<file path="src/rtl/fetch_pc_unit.sv">
// Fetch / PC stage of the femtoRV32 core: fetches over a req/ready handshake,
// presents each instruction for one EXEC cycle, then resolves the next PC.
module fetch_pc_unit #(
    parameter int              XLEN     = 32,
    parameter logic [XLEN-1:0] RESET_PC = {XLEN{1'b0}}
) (
    input  logic            clk,
    input  logic            rst_n,
    output logic            imem_req,
    output logic [XLEN-1:0] imem_addr,
    input  logic [31:0]     imem_rdata,
    input  logic            imem_ready,
    output logic [31:0]     instr,
    output logic            instr_valid,
    output logic [XLEN-1:0] pc,
    output logic [XLEN-1:0] pc_plus4,
    input  logic [1:0]      pc_sel,
    input  logic            jump,
    input  logic            branch_taken,
    input  logic            end_program,
    input  logic [XLEN-1:0] imm,
    input  logic [XLEN-1:0] rs1_val,
    output logic            halted,
    output logic            fault,
    output logic [31:0]     instret
);

    typedef enum logic [1:0] {
        S_FETCH = 2'b00,
        S_EXEC  = 2'b01,
        S_HALT  = 2'b10
    } state_t;

    localparam logic [XLEN-1:0] PC_STEP   = XLEN'(3'd4);
    localparam logic [XLEN-1:0] LSB_CLEAR = {{(XLEN-1){1'b1}}, 1'b0};
    localparam logic [31:0]     NOP_INSTR = 32'h0000_0013;

    state_t          state_r, state_n;
    logic [XLEN-1:0] pc_r, pc_n;
    logic [31:0]     instr_r, instr_n;
    logic [31:0]     instret_r, instret_n;
    logic            fault_r, fault_n;
    logic            req_r, valid_r, halted_r;
    logic [XLEN-1:0] pc_plus4_s, target_s;
    logic            halt_req_s, misaligned_s;

    // Branch/jump target selection and halt qualification for the EXEC cycle
    always_comb begin
        pc_plus4_s = pc_r + PC_STEP;
        target_s   = pc_plus4_s;
        case (pc_sel)
            2'b00:   target_s = pc_plus4_s;
            2'b01:   target_s = (jump || branch_taken) ? (pc_r + imm) : pc_plus4_s;
            2'b10:   target_s = (rs1_val + imm) & LSB_CLEAR;
            default: target_s = pc_plus4_s;
        endcase
        halt_req_s   = end_program || (pc_sel == 2'b11);
        misaligned_s = (target_s[1:0] != 2'b00);
    end

    // Next-state and datapath update logic
    always_comb begin
        state_n   = state_r;
        pc_n      = pc_r;
        instr_n   = instr_r;
        instret_n = instret_r;
        fault_n   = fault_r;
        case (state_r)
            S_FETCH: begin
                // req_r gates acceptance so the idle cycle right after reset cannot fetch
                if (req_r && imem_ready) begin
                    instr_n = imem_rdata;
                    state_n = S_EXEC;
                end else begin
                    state_n = S_FETCH;
                end
            end
            S_EXEC: begin
                if (halt_req_s) begin
                    state_n = S_HALT;
                end else if (misaligned_s) begin
                    state_n = S_HALT;
                    fault_n = 1'b1;
                end else begin
                    pc_n      = target_s;
                    instret_n = instret_r + 32'd1;
                    state_n   = S_FETCH;
                end
            end
            S_HALT: begin
                state_n = S_HALT;
            end
            default: begin
                state_n = S_HALT;
            end
        endcase
    end

    // State, datapath and registered handshake outputs
    always_ff @(posedge clk or negedge rst_n) begin
        if (!rst_n) begin
            state_r   <= S_FETCH;
            pc_r      <= RESET_PC;
            instr_r   <= NOP_INSTR;
            instret_r <= 32'd0;
            fault_r   <= 1'b0;
            req_r     <= 1'b0;
            valid_r   <= 1'b0;
            halted_r  <= 1'b0;
        end else begin
            state_r   <= state_n;
            pc_r      <= pc_n;
            instr_r   <= instr_n;
            instret_r <= instret_n;
            fault_r   <= fault_n;
            req_r     <= (state_n == S_FETCH);
            valid_r   <= (state_n == S_EXEC);
            halted_r  <= (state_n == S_HALT);
        end
    end

    assign imem_req    = req_r;
    assign imem_addr   = pc_r;
    assign instr       = instr_r;
    assign instr_valid = valid_r;
    assign pc          = pc_r;
    assign pc_plus4    = pc_plus4_s;
    assign halted      = halted_r;
    assign fault       = fault_r;
    assign instret     = instret_r;

endmodule

</file>
<file path="config.mk">
export PLATFORM = sky130hd
export DESIGN_NAME = fetch_pc_unit
export DESIGN_NICKNAME = d
export VERILOG_FILES = /design/src/rtl/fetch_pc_unit.sv
export SDC_FILE = /design/constraint.sdc
export NUM_CORES = 1
export LEC_CHECK = 0
export CORE_ASPECT_RATIO = 0.5
export CORE_MARGIN = 10
export CORE_UTILIZATION = 48
export CTS_CLUSTER_DIAMETER = 100
export CTS_CLUSTER_SIZE = 24
export DETAILED_ROUTE_END_ITERATION = 6
export GPL_TIMING_DRIVEN = 0
export MAX_ROUTING_LAYER = met4
export PLACE_DENSITY = 0.88
export SKIP_CTS_REPAIR_TIMING = 1
export SYNTH_ARGS = -nofsm -noshare
export SYNTH_HDL_FRONTEND = slang
export SYNTH_SLANG_ARGS = --single-unit
</file>
<file path="constraint.sdc">
create_clock -name clk -period 3.45 [get_ports clk]
set_clock_uncertainty 0.15 [all_clocks]
set_input_delay 0.345 -clock clk [delete_from_list [all_inputs] [get_ports clk]]
set_output_delay 0.345 -clock clk [all_outputs]
set_load 0.01 [all_outputs]
</file>
==> results.tsv <==
metric	value	unit
status	finished, final reports clean	
cp_data_required_time	3.52	ns
vdd_drop_max	0.241	mV
synthArstFlopShare	100	%
wl_per_cell	21.8	microns
crit_family	compound AO/OA/AOI/OAI gates	
clk-insertion-delay-late	0.36	ns
synth-edff-count	0	
firstDrtPassIters	5	
first_iter_violations	947	
pwr_density_cell	477	nW/um^2
cp_cell_sequence	clkdlybuf4s50_1 -> ha_1 -> nand4_1 -> or4_1 -> o211ai_1 -> a2111oi_0 -> a211o_1 -> a222oi_1 -> o21ai_1	
slew_violations	0	
cts_root_buffer	clkbuf_16	
post_drt_via_cell_ratio	6.04	
fin_area	12300	sq um
use_met1	33.1	%
met2_usage	44.5	%
cts_sinks	102	
dp_worst_setup_slack	-0.638	ns
yosys_most_used_dff	dfrtp_1	
met3_usage	5.02	%
path_clk_slew	0.08	ns
routed_wl	33000	microns
cts_buffers	9	
core	17600	sq um
ys_ff_latch	102	
crit_fanout	7	
synth_warnings	0	
grt_busiest_layer	met2	
worst-path-buf-inv	1	
synth_seq_area_share	29.4	%
most-common-layout-cells	clkdlybuf4s50_1 (265), dfrtp_1 (92), nand2_1 (85)	
cp_slowest_cell	or4_1	
placed_area	11700	sq um
mostFrequentLayoutCell	clkdlybuf4s50_1	
max_stage_delay	0.56	ns
startpoint_type	input port	
antenna_found_initial	0	
grt_pass1_vias	8904	
num_vias	9155	
worst_ep_arrival_time	3.43	ns
portBuffers	267	
rsz0062_at_grt	yes	
die_x	210	microns
grtUsageTotal	26.4	%
setup_ws	0.0866	ns
dieArea	24200	sq um
fin_crit_sh	97.5	%
cp-end-kind	register	
cts-htree-levels	3	
fp.dieH	115	microns
fin_hold_ws	0.323	ns
grt_start_max_net_pins	56	
p_leak	5.33	nW
synth_area_per_cell	8.83	sq um
fin_crit	3.36	ns
area_delta_synth_final	41.0	%
num_rows	34	
worst_hold_path_type	register to register	
hold_viol	0	
slew_headroom	33.4	%
cts_buffer_depth	2	
grt_overflow	0	
grt_first_pass_wirelength	50200	microns
drcViolationCount	0	
netlist_area	8700	sq um
start_util	49.5	%
cap_viol_max_count	0	
synthCells	986	
drtAntennaViolNets	0	
max_freq	0.297	GHz
drive_gt1_share	13.1	%
place_congestion	0.988	
design.portCount	268	
synth_cell_types	83	
worstSetupPathType	input port to register	
synth.net_count	1158	
hpwlAfterDp	26500	microns
tritoncts	built	
tightestPinTransition	0.991	ns
finalNetCount	1449	
diodes	0	
setup_violations	0	
==> final timing paths <==
kind | start | endpoint | slack (ns) | cells past startpoint
min in group asynchronous | rst_n | instret[9]$_DFFE_PN0P_ | 0.44 | 2
min reg2reg | instret[31]$_DFFE_PN0P_ | instret[31]$_DFFE_PN0P_ | 0.32 | 1
max | imm[20] | imem_addr[29]$_DFFE_PN0P_ | 0.09 | 9
max in group asynchronous | rst_n | instr[4]$_DFFE_PN1P_ | 1.93 | 3
min | instret[31]$_DFFE_PN0P_ | instret[31]$_DFFE_PN0P_ | 0.32 | 1
max reg2reg | imem_addr[0]$_DFFE_PN0P_ | imem_addr[20]$_DFFE_PN0P_ | 0.11 | 12
==> state kept, by name (all words and copies together) (netlist names) <==
register,cells
instr_valid,1
fault,1
state_r,2
halted,1
imem_req,1
instr,32
instret,32
imem_addr,32
==> synthesized netlist by cell type, types with 6 or more instances <==
cell type  instances  area (sq um)
a211o_1            6          52.6
a211oi_1           7          52.6
a21o_1            25           188
a21oi_1           72           360
a221oi_1          10          87.6
a22oi_1           10          75.1
and2_1             6          37.5
and3_1            22           138
buf_4             34           255
clkbuf_1          31           116
dfrtp_1           99          2480
ha_1              66           826
inv_1             23          86.3
mux2_2            32           360
nand2_1           86           323
nand2b_1          18           113
nand3_1           36           180
nand4_1           21           131
nor2_1            56           210
nor3_1            21           105
o211ai_1          10          75.1
o21a_1             8          60.1
o21ai_0           42           210
o21ai_1            9          45.0
o22ai_1           11          68.8
xnor2_1           72           631
xor2_1            37           324
==> metal layers <==
layer | share of wire, % | vias up
met1 | 41 | 4415
li1 | - | 4186
met2 | 48 | 484
met4 | 1.7 | 0
met3 | 8.9 | 70
met5 | 0 | -
==> where the power goes <==
group	internal [mW]	total, mW	switching, mW
clock	0.532	1.06	0.529
combinational	1.60	3.01	1.41
sequential	1.49	1.78	0.296
total	3.62	5.85	2.24
==> cell families (layout without fill, tap and decap cells) <==
logic type / Yosys count / after routing / synth area share, %
muxes: 35 / 35 / 4.49
and+or+nand+nor: 303 / 303 / 17.9
buffers and inverters: 93 / 389 / 5.52
adders and majority gates: 68 / 68 / 9.95
xor gates and xnor gates: 110 / 110 / 11.2
AOI/OAI and AO/OA: 275 / 275 / 21.6
DFF: 102 / 102 / 29.4
==> layout make-up <==
cell class	instances	area [sq um]
inverter	23	86.3
clock inverter	6	62.6
timing repair buffer	284	2820
sequential	102	2560
tap	234	293
fill	1378	5300
buffer	66	389
multi-input combinational	791	5820
clock buffer	10	239
==> stage by stage <==
stage	power, mW	utilization (%)	setup TNS, ns	std cells
5_1_grt	6.15	69.9	-0.110	1516
6_report	5.85	69.9	0	1516
3_5_place_dp	4.71	66.6	-9.19	1488
2_1_floorplan	3.26	-	0	986
3_3_place_gp	4.60	66.4	-213.96	1487
4_1_cts	5.77	68.3	-3.30	1504
No activity file was read; power rests on OpenSTA's default activity.
